==> config.mk <==
export PLATFORM = sky130hd
export DESIGN_NAME = pconv_mac_flat
export DESIGN_NICKNAME = d
export VERILOG_FILES = /design/src/rtl/pconv_pkg.sv /design/src/rtl/pconv_mac_if.sv /design/src/rtl/pconv_tap_mul.sv /design/src/rtl/pconv_mac.sv /design/src/flat_wrapper.sv
export SDC_FILE = /design/constraint.sdc
export NUM_CORES = 1
export LEC_CHECK = 0
export CAP_MARGIN = 25
export CORE_MARGIN = 3
export CORE_UTILIZATION = 68
export CTS_CLUSTER_SIZE = 14
export DETAILED_ROUTE_END_ITERATION = 10
export PLACE_DENSITY = 0.89
export SETUP_SLACK_MARGIN = 0.4
export SLEW_MARGIN = 40
export SYNTH_ARGS = -nofsm -noshare
export SYNTH_HDL_FRONTEND = slang
export SYNTH_SLANG_ARGS = --single-unit
==> constraint.sdc <==
create_clock -name clk -period 8.57 [get_ports clk]
set_input_delay 1.714 -clock clk [delete_from_list [all_inputs] [get_ports clk]]
set_output_delay 1.714 -clock clk [all_outputs]
set_load 0.01 [all_outputs]
==> src/rtl/pconv_pkg.sv <==
// Shared widths, saturation bounds and the product truncation helper for pconv_mac.
package pconv_pkg;

  localparam int W_W     = 8;
  localparam int D_W     = 16;
  localparam int D_SHIFT = 1;
  localparam int D_USE   = 15;
  localparam int P_KEEP  = 22;
  localparam int ACC_W   = 25;
  localparam int PROD_W  = W_W + D_USE + 1;

  localparam logic signed [ACC_W-1:0] SAT_MAX = {1'b0, {(ACC_W-1){1'b1}}};
  localparam logic signed [ACC_W-1:0] SAT_MIN = {1'b1, {(ACC_W-1){1'b0}}};

  // Keep the low P_KEEP product bits and sign-extend them from bit P_KEEP-1.
  function automatic logic signed [ACC_W-1:0] trunc_sext(input logic signed [PROD_W-1:0] prod);
    logic [P_KEEP-1:0] kept;
    kept = prod[P_KEEP-1:0];
    return {{(ACC_W-P_KEEP){kept[P_KEEP-1]}}, kept};
  endfunction

endpackage

==> src/rtl/pconv_mac_if.sv <==
// Beat-in / result-out valid-ready bus of pconv_mac; slave is the MAC, master the driver.
interface pconv_mac_if
  import pconv_pkg::*;
#(
  parameter int TAPS = 3
);
  logic                  i_valid;
  logic                  i_ready;
  logic                  i_first;
  logic                  i_last;
  logic [TAPS*W_W-1:0]   i_weight;
  logic [TAPS*D_W-1:0]   i_data;
  logic                  o_valid;
  logic                  o_ready;
  logic [ACC_W-1:0]      o_data;
  logic                  o_sat;

  modport slave (
    input  i_valid, i_first, i_last, i_weight, i_data, o_ready,
    output i_ready, o_valid, o_data, o_sat
  );

  modport master (
    output i_valid, i_first, i_last, i_weight, i_data, o_ready,
    input  i_ready, o_valid, o_data, o_sat
  );
endinterface

==> src/rtl/pconv_tap_mul.sv <==
// One MAC tap: extracts the unsigned data field, multiplies by the signed weight,
// and holds the product in the S1 register while the pipeline is stalled.
module pconv_tap_mul
  import pconv_pkg::*;
(
  input  logic                     clk,
  input  logic                     rst_n,
  input  logic                     en,
  input  logic [W_W-1:0]           weight,
  input  logic [D_W-1:0]           lane,
  output logic signed [PROD_W-1:0] prod_q
);

  logic [D_USE-1:0]          field_s;
  logic signed [PROD_W-1:0]  prod_d;
  logic                      unused_lsb_s;

  assign field_s      = lane[D_SHIFT +: D_USE];
  assign unused_lsb_s = ^lane[D_SHIFT-1:0];

  // Zero-extend the field so it multiplies as a non-negative signed operand.
  always_comb begin
    prod_d = prod_q;
    if (en) begin
      prod_d = $signed(weight) * $signed({1'b0, field_s});
    end else begin
      prod_d = prod_q;
    end
  end

  // S1 product register.
  always_ff @(posedge clk or negedge rst_n) begin
    if (!rst_n) begin
      prod_q <= {PROD_W{1'b0}};
    end else begin
      prod_q <= prod_d;
    end
  end

endmodule

==> src/rtl/pconv_mac.sv <==
// Two-stage partial-convolution MAC with first..last group accumulation.
// Define PCONV_SAT_EN to clamp the running sum and report o_sat instead of wrapping.
module pconv_mac
  import pconv_pkg::*;
#(
  parameter int TAPS = 3
)(
  input  logic        clk,
  input  logic        rst_n,
  pconv_mac_if.slave  bus
);

  logic                      adv_s;
  logic signed [PROD_W-1:0]  prod_s [TAPS];
  logic signed [ACC_W-1:0]   tsum_s;
  logic signed [ACC_W-1:0]   acc_in_s;
  logic signed [ACC_W:0]     wide_s;
  logic signed [ACC_W-1:0]   sum_s;
  logic                      sat_new_s;

  logic s1_valid_q, s1_valid_d;
  logic s1_first_q, s1_first_d;
  logic s1_last_q,  s1_last_d;
  logic [ACC_W-1:0] acc_q, acc_d;
  logic sat_q, sat_d;
  logic o_valid_q, o_valid_d;
  logic [ACC_W-1:0] o_data_q, o_data_d;
  logic o_sat_q, o_sat_d;

  assign adv_s       = !o_valid_q | bus.o_ready;
  assign bus.i_ready = adv_s;
  assign bus.o_valid = o_valid_q;
  assign bus.o_data  = o_data_q;
  assign bus.o_sat   = o_sat_q;

  for (genvar t = 0; t < TAPS; t++) begin : g_tap
    pconv_tap_mul u_tap (
      .clk    (clk),
      .rst_n  (rst_n),
      .en     (adv_s),
      .weight (bus.i_weight[t*W_W +: W_W]),
      .lane   (bus.i_data[t*D_W +: D_W]),
      .prod_q (prod_s[t])
    );
  end

  // Tap adder tree and running sum; the first beat of a group ignores acc.
  always_comb begin
    tsum_s = {ACC_W{1'b0}};
    for (int t = 0; t < TAPS; t++) begin
      tsum_s = tsum_s + trunc_sext(prod_s[t]);
    end
    acc_in_s = s1_first_q ? {ACC_W{1'b0}} : $signed(acc_q);
    wide_s   = {tsum_s[ACC_W-1], tsum_s} + {acc_in_s[ACC_W-1], acc_in_s};
`ifdef PCONV_SAT_EN
    if (wide_s[ACC_W] != wide_s[ACC_W-1]) begin
      sum_s     = wide_s[ACC_W] ? SAT_MIN : SAT_MAX;
      sat_new_s = 1'b1;
    end else begin
      sum_s     = wide_s[ACC_W-1:0];
      sat_new_s = !s1_first_q & sat_q;
    end
`else
    sum_s     = wide_s[ACC_W-1:0];
    sat_new_s = 1'b0;
`endif
  end

  // Pipeline control: everything holds unless adv.
  always_comb begin
    s1_valid_d = s1_valid_q;
    s1_first_d = s1_first_q;
    s1_last_d  = s1_last_q;
    acc_d      = acc_q;
    sat_d      = sat_q;
    o_valid_d  = o_valid_q;
    o_data_d   = o_data_q;
    o_sat_d    = o_sat_q;
    if (adv_s) begin
      s1_valid_d = bus.i_valid;
      s1_first_d = bus.i_first;
      s1_last_d  = bus.i_last;
      o_valid_d  = s1_valid_q & s1_last_q;
      if (s1_valid_q) begin
        acc_d = sum_s;
        sat_d = sat_new_s;
        if (s1_last_q) begin
          o_data_d = sum_s;
          o_sat_d  = sat_new_s;
        end else begin
          o_data_d = o_data_q;
          o_sat_d  = o_sat_q;
        end
      end else begin
        acc_d = acc_q;
        sat_d = sat_q;
      end
    end else begin
      o_valid_d = o_valid_q;
    end
  end

  // S1 control bits, accumulator and output registers.
  always_ff @(posedge clk or negedge rst_n) begin
    if (!rst_n) begin
      s1_valid_q <= 1'b0;
      s1_first_q <= 1'b0;
      s1_last_q  <= 1'b0;
      acc_q      <= {ACC_W{1'b0}};
      sat_q      <= 1'b0;
      o_valid_q  <= 1'b0;
      o_data_q   <= {ACC_W{1'b0}};
      o_sat_q    <= 1'b0;
    end else begin
      s1_valid_q <= s1_valid_d;
      s1_first_q <= s1_first_d;
      s1_last_q  <= s1_last_d;
      acc_q      <= acc_d;
      sat_q      <= sat_d;
      o_valid_q  <= o_valid_d;
      o_data_q   <= o_data_d;
      o_sat_q    <= o_sat_d;
    end
  end

endmodule

==> src/flat_wrapper.sv <==
// flat-port wrapper written by rule: the top's interface ports become plain ports
module pconv_mac_flat import pconv_pkg::*;
#(
  parameter int TAPS = 3
)
  (clk, rst_n, bus_i_valid, bus_i_first, bus_i_last, bus_i_weight, bus_i_data, bus_o_ready, bus_i_ready, bus_o_valid, bus_o_data, bus_o_sat);
  pconv_mac_if #(.TAPS(TAPS)) bus_i ();
  input  logic clk;
  input  logic rst_n;
  input wire logic [$bits(bus_i.i_valid)-1:0] bus_i_valid;
  input wire logic [$bits(bus_i.i_first)-1:0] bus_i_first;
  input wire logic [$bits(bus_i.i_last)-1:0] bus_i_last;
  input wire logic [$bits(bus_i.i_weight)-1:0] bus_i_weight;
  input wire logic [$bits(bus_i.i_data)-1:0] bus_i_data;
  input wire logic [$bits(bus_i.o_ready)-1:0] bus_o_ready;
  output wire logic [$bits(bus_i.i_ready)-1:0] bus_i_ready;
  output wire logic [$bits(bus_i.o_valid)-1:0] bus_o_valid;
  output wire logic [$bits(bus_i.o_data)-1:0] bus_o_data;
  output wire logic [$bits(bus_i.o_sat)-1:0] bus_o_sat;
  assign bus_i.i_valid = bus_i_valid;
  assign bus_i.i_first = bus_i_first;
  assign bus_i.i_last = bus_i_last;
  assign bus_i.i_weight = bus_i_weight;
  assign bus_i.i_data = bus_i_data;
  assign bus_i.o_ready = bus_o_ready;
  assign bus_i_ready = bus_i.i_ready;
  assign bus_o_valid = bus_i.o_valid;
  assign bus_o_data = bus_i.o_data;
  assign bus_o_sat = bus_i.o_sat;
  pconv_mac #(.TAPS(TAPS)) u_core (.clk(clk), .rst_n(rst_n), .bus(bus_i));
endmodule
---- Word-level counts from Yosys, hierarchy flattened ----
Cells that the tools add are included.
Widths: inputs -> output; s select.
cells by class
  $add $sub $neg .......................... 3
  multipliers ............................. 3
  muxes and demuxes ....................... 1
  bitwise logic cells ..................... 2
  reduce and logical (&&, ||, !) cells .... 3
operators with widths
  operator          count
  $mul 8x16->22     3
  $add 25x25->25    1
  $mux 25           1
  $add 23x22->24    1
  $add 22x22->23    1
  $reduce_and 3->1  1
  $reduce_and 2->1  1
  $and 1x1->1       1
  $logic_not 1->1   1
  $or 1x1->1        1
word-level totals
  flip-flop bits (word level) ............. 120
  logic and storage cells ................. 21

---- Depth between registers and ports, before layout ----
  depth in word-level cells ............... 3
  depth in mapped cells ................... 23
  mapped depth without buffers ............ 23

---- By module ----
Synthesis repeated with hierarchy kept, for this count alone.
second synthesis, totals
  cell total of the unflattened synthesis .. 2194
  area total of the unflattened synthesis .. 20058.0 sq um
by module, submodules not included
  module                                  instances  cells an instance  area an instance (sq um)  sequential area each (sq um)
  pconv_tap_mul at u_core.g_tap[1].u_tap  1          567                5138.7                    600.6
  pconv_tap_mul at u_core.g_tap[2].u_tap  1          559                5123.7                    600.6
  pconv_tap_mul at u_core.g_tap[0].u_tap  1          562                5099.9                    600.6
  pconv_mac                               1          506                4695.8                    1351.3

---- Least setup slack after synthesis ----
Ideal clock, no wire load.
  kind .................................... input-to-reg
  start ................................... in bus_i_weight[10]
  end ..................................... reg u_core.g_tap[1].u_tap.prod_q[18]
  library setup time ...................... 131 ps
  data arrival time ....................... 5776 ps
  data required time ...................... 8439 ps
  setup slack ............................. 2663 ps
  stages .................................. 17
  path buffers ............................ 1
  cells stage by stage .................... clkbuf_1 > nand2_1 > fa_1 > fa_1 > inv_1 > fa_1 > inv_1 > fa_1 > inv_1 > ha_1 > o21ai_0 > a21boi_0 > o21ai_0 > a2111o_1 > a311oi_1 > or3_1 > nand3_1
on the way
  longest elaborated chain between the ends .. 1
ends and longest elaborated chain
  what                  line                 text
  start, declared       flat_wrapper.sv:13   input wire logic [$bits(bus_i.i_weight)-1:0] bus_i_weight;
  $mul 8x16->22         pconv_tap_mul.sv:25  prod_d = $signed(weight) * $signed({1'b0, field_s});
  end signal, assigned  pconv_tap_mul.sv:34  prod_q <= {PROD_W{1'b0}};
  end signal, assigned  pconv_tap_mul.sv:36  prod_q <= prod_d;
  end, declared         pconv_tap_mul.sv:11  output logic signed [PROD_W-1:0] prod_q
No other way between the ends.
A chain may end at the register's enable or synchronous reset.

---- Worst setup path after layout ----
  start ................................... in bus_i_weight[15]
  end ..................................... reg u_core.g_tap[1].u_tap.prod_q[18]
The elaborated chain is that of the path after synthesis.

==> metrics.md <==
| Metric | Value |
|---|---|
| Outcome | `complete, no violations` |
| Ys Warns | `0` |
| Chip Width | `172 um` |
| Global route total overflow | `0` |
| Worst hold path class | `flop to flop` |
| Most frequent cells in the layout | `358 x inv_1, 261 x fa_1, 237 x and2_1, 204 x nand2_1, 199 x ha_1` |
| RePlAce Congestion | `0.881` |
| Die Ht | `172 um` |
| Post-cts resize count | `0` |
| DIE AREA | `29600 um2` |
| Most common cell after layout, fill and taps aside | `inv_1` |
| 1st-iter DRT viols | `990` |
| Placed cells | `around 2500` |
| Pin count of the biggest net entering global routing | `79` |
| Worst EP required | `8.86 ns` |
| Routed length per placed instance | `~17 um` |
| Cell Area, Placed | `approximately 20000 um2` |
| Post-route ant nets | `0` |
| CTS Root Cell | `clkbuf_16` |
| Arr. time, crit path | `7.15 ns` |
| Layout cells sized above 1 | `under 10%` |
| Core ar. | `between 20000 and 30000 um2` |
| Ys async rst share | `100%` |
| Clk pin slew, worst setup/hold paths | `around 0.06 ns` |
| Setup violators final | `0` |
| Netlist cell types | `64` |
| CTS buffer count | `17` |
| # DRC | `0` |
| Initial core utilization | `a little over two thirds` |
| Min Tclk post-route | `just under 7 ns` |
| Avg Inst Size Synth | `9.03 um2` |
| Max transition margin | `roughly 44%` |
| Fill cell count | `1744` |
| Area share of the largest cell type after synthesis | `~28%` |
| CP Max Fanout | `9` |
| Post-synth EDFFs | `0` |
| Crit path cell chain | `clkdlybuf4s50_1 -> clkinv_1 -> fa_1 -> fa_1 -> inv_1 -> fa_1 -> inv_1 -> fa_1 -> inv_1 -> ha_1 -> o21ai_0 -> a21boi_0 -> o21ai_0 -> a2111o_1 -> a311oi_1 -> or3_1 -> nand3_1` |
| Final-report hold violation count | `0` |
| Finished Layout Cells | `between 2000 and 3000` |
| Fin crit share | `between 70% and 80%` |
| Fmax | `approximately 150 MHz` |
| Critical path class | `primary input to flop` |
| Final slew viol count | `0` |
| WP buf/inv | `5` |
| Clock Sinks | `120` |
| Seq/Total Area, Yosys | `between 10% and 20%` |
| Final clock skew | `about 0.0055 ns` |
| Setup TNS | `0 ns` |
| Max incr delay on CP | `about 0.7 ns` |
| Cells after Synth | `between 2000 and 2500` |
| Biggest area consumer among synthesized cells | `fa_1` |
| Port buffer count | `around 100` |
| Crit-path leading delay family | `adder cells` |
| Number of max-cap violations | `0` |
| Yosys reg bits | `120` |
| Startpoint types | `primary input` |
| Initial antenna violation count | `0` |
| Fin area | `between 20000 and 25000 um2` |
| Detailed placement HPWL | `33300 um` |
| Via density | `between 5 and 6` |
| Routed wire length | `about 42000 um` |
| Vias in the first global route | `15382` |
| # diodes | `0` |
| # rows | `60` |
| Final worst hold slack | `0.475 ns` |
| Fin nets | `about 2700` |
| Largest cells by area after synthesis | `fa_1 28%, dfrtp_1 16%, ha_1 13%, and2_1 7.9%, inv_1 7.2%` |
| H-tree depth | `4` |
| Post-CTS setup buffer count | `0` |
| Slew @ Worst Pin | `0.821 ns` |
| Drt pass-1 iters | `5` |
| First-pass GRT wire length | `between 70000 and 80000 um` |
| Most Frequent Cell on Critical Path | `fa_1` |
| CP Capture Type | `flop` |
| Clk buf depth | `2` |
| Worst path slowest cell | `clkdlybuf4s50_1` |
| Area Overhead vs Synth | `10.3%` |
| Skew-Pair Late Insertion Delay | `~0.42 ns` |
| Prevailing post-synth register cell | `dfrtp_1` |
| Vias post-DR | `around 15000` |
| CTS tree | `done` |
| # IOs | `between 100 and 150` |
| Post-synthesis cell area | `~19000 um2` |
| Syn nets | `between 2000 and 3000` |
| CTS Hold Buffers Added | `0` |
| Total global-route track usage | `between 30% and 40%` |
| Unrepaired setup endpoints after global routing | `no` |
[layer usage]
metal | up-vias | track usage [%] | routed length [um]
li1 | 6760 | - | -
met1 | 7318 | 40.4 | 17800
met2 | 548 | 51.6 | 21200
met3 | 90 | 3.98 | 2440
met4 | 0 | 8.71 | 1010
met5 | - | 0 | 0
[worst paths after layout]
check                      depth (start not counted)                       startpoint                          endpoint  slack (ns)
setup / recovery                                  17                 bus_i_weight[15]  u_core.g_tap[1].u_tap.prod_q[18]        1.71
hold / removal                                     2                  u_core.acc_q[8]                   u_core.acc_q[8]        0.48
setup reg to reg                                  23  u_core.g_tap[2].u_tap.prod_q[1]             u_core.bus.o_data[23]        2.80
hold reg to reg                                    2                  u_core.acc_q[8]                   u_core.acc_q[8]        0.48
max in group asynchronous                          2                            rst_n  u_core.g_tap[1].u_tap.prod_q[14]        6.21
min in group asynchronous                          1                            rst_n              u_core.bus.o_data[3]        1.27
[per-stage QoR]
stage          utilization (%)  setup slack [ns]
2_1_floorplan                -              2.66
3_3_place_gp              74.1              1.50
3_5_place_dp              74.2              1.36
4_1_cts                   76.6              1.80
5_1_grt                   76.6              1.55
6_report                  76.6              1.71
[logic make-up (layout without fill, tap and decap cells)]
logic type | count (synthesis) | count (layout) | share of synthesized area (%)
and+or+nand+nor | 682 | 682 | 18.6
buffers and inverters | 409 | 495 | 8.20
DFF | 120 | 120 | 16.0
other | 1 | 1 | 0.0200
muxes | 39 | 39 | 2.33
AOI/OAI and AO/OA | 282 | 282 | 9.77
xor gates and xnor gates | 84 | 84 | 3.92
adders and majority gates | 460 | 460 | 41.1
[sequential cells by signal, indices dropped and copies added (netlist names)]
register / count
u_core.acc_q: 25
u_core.bus.o_valid: 1
u_core.s1_valid_q: 1
u_core.s1_last_q: 1
u_core.g_tap.u_tap.prod_q: 66
u_core.bus.o_data: 25
u_core.s1_first_q: 1
[cells in the mapped netlist (all sizes together), types with 6 or more instances]
master and count:
inv 359, fa 261, and2 238, nand2 205
ha 199, dfrtp 120, nor2 90, a21oi 87
xnor2 61, o21ai 60, clkbuf 45, mux2 38
nor2b 32, nand2b 30, a21o 29, xor2 23
nand3 22, nor3 20, o21a 19, o31ai 14
and3 13, or3 12, a211oi 11, o211ai 11
a31oi 7, nand4 6, or2 6
[final cells by class]
class                           instances  area (um2)  area share [%]
Sequential cell                       120        3000            14.5
Clock inverter                         12         199           0.962
Clock buffer                           19         443            2.14
Timing Repair Buffer                  104        1030            5.00
Inverter                              360        1350            6.53
Multi-Input combinational cell       1548       14200            68.8
Tap cell                              341         427            2.06
[worst min-delay path: cells and delay by family, from the launching register on]
| family | cells | cell delay, ns |
|---|---|---|
| AO/OA/AOI/OAI | 1 | 0.06 |
| flip-flops | 1 | 0.34 |
| AND/OR/NAND/NOR | 1 | 0.04 |
Power is not shown: default switching activity piles up to over one toggle a cycle in this logic, so the estimate is an artifact.
==> variant (same flow settings) <==
The option `PCONV_SAT_EN` is turned on by a define.
--- a/src/rtl/pconv_mac.sv
+++ b/src/rtl/pconv_mac.sv
@@ -1,5 +1,7 @@
 // Two-stage partial-convolution MAC with first..last group accumulation.
 // Define PCONV_SAT_EN to clamp the running sum and report o_sat instead of wrapping.
+`define PCONV_SAT_EN
+
 module pconv_mac
   import pconv_pkg::*;
 #(
Formal check against the unedited RTL: same outputs for any inputs over 4 cycles, from zero or initial values and one cycle with rst_n low; that may be too few to reach the edited logic, so the function may still have changed.
==> variant against the unedited design <==
  * Non-clock buffer count grew 3
  * Core utilization grew 0.35 points
  * Sequential cell count grew 2
  * Critical path depth is the same
  * Synthesized cell count grew 3.8%
  * Routed wire length grew 3.3%
  * Sequential share of layout area grew 0.093 points
  * Synthesized area grew 1.2%
  * Hold slack lost 2.6 ps
  * Worst setup slack lost 180 ps
  * Cell area grew 1.0%
  * Cell count grew 4.0%
  * Highest routed layer unchanged
Power is not shown: default switching activity piles up to over one toggle a cycle in this logic, so the estimate is an artifact.
==> variant: results (changes against the unedited design) <==
Critical path
  – R2r setup slk: 2280 ps (was 2800 ps)
  – WP data arrival: 7370 ps (was 7150 ps)
  – R2R depth: 22 (was 23)
  – Max stage delay on crit path: 860 ps (was 700 ps)

STA
  – Fin Clk Skew: 10.0 ps (was 5.49 ps)
  – Worst slew pin tran: 801 ps (was 821 ps)

Routing
  – WL per Instance: 16.9 um (was 17.0 um)
  – Met2 wire length: 22900 um (was 21200 um)
  – Met3 routed wirelength: 2510 um (was 2440 um)

Synth
  – Post-synth top cells: 354 x inv_1, 261 x fa_1, 235 x nand2_1 (was 359 x inv_1, 261 x fa_1, 238 x and2_1)
  – Mux share of post-synthesis cell area: 0.00257 (was 0.0233)
  – Cell count after synthesis: 2155 (was 2077)

Cells and area
  – Final instance area: 20900 um2 (was 20700 um2)
  – Count of non-CTS buffers in the layout: 107 (was 104)
  – Number of fill cells in the layout: 1812 (was 1744)
  – Multi-input gate share of total cell area: 0.687 (was 0.688)

Placed design
  – Placed Instance Area: 20300 um2 (was 20000 um2)
  – Pre-CTS setup slack: 1210 ps (was 1360 ps)
  – Placed instance count: 2573 (was 2473)
  – I/O Buffers: 102 (was 101)
  – GP Congestion: 0.911 (was 0.881)
  – HPWL after DPL: 34400 um (was 33300 um)

Global routing
  – Met1 usage: 0.385 (was 0.404)
  – First-pass GRT wire length: 75900 um (was 72400 um)

Outcome
  – Status: complete, no violations (unchanged)

Floorplanning
  – Total die area: 30000 um2 (was 29600 um2)

Clock network
  – Clock sink count: 122 (was 120)
## variant: changes by cell type after synthesis, moves of 18 or more
cell	change
a21oi_1	+27
a21oi_2	+19
mux2_2	-37
nand2_1	+30
o21ai_1	+24
xnor2_1	-18
## variant: worst max-delay path by stage
stage / to / slack [ps] / from / depth (start not counted)
final: u_core.g_tap[0].u_tap.prod_q[19] / 1540 / bus_i_weight[7] / 17
after global routing: u_core.g_tap[2].u_tap.prod_q[20] / 1220 / bus_i_weight[23] / 18
after detailed placement: u_core.g_tap[0].u_tap.prod_q[19] / 1210 / bus_i_weight[7] / 17
after global placement: u_core.g_tap[0].u_tap.prod_q[19] / 1310 / bus_i_weight[7] / 17
after CTS: u_core.g_tap[0].u_tap.prod_q[19] / 1640 / bus_i_weight[7] / 17
after floorplan: u_core.g_tap[0].u_tap.prod_q[19] / 2280 / bus_i_weight[7] / 17
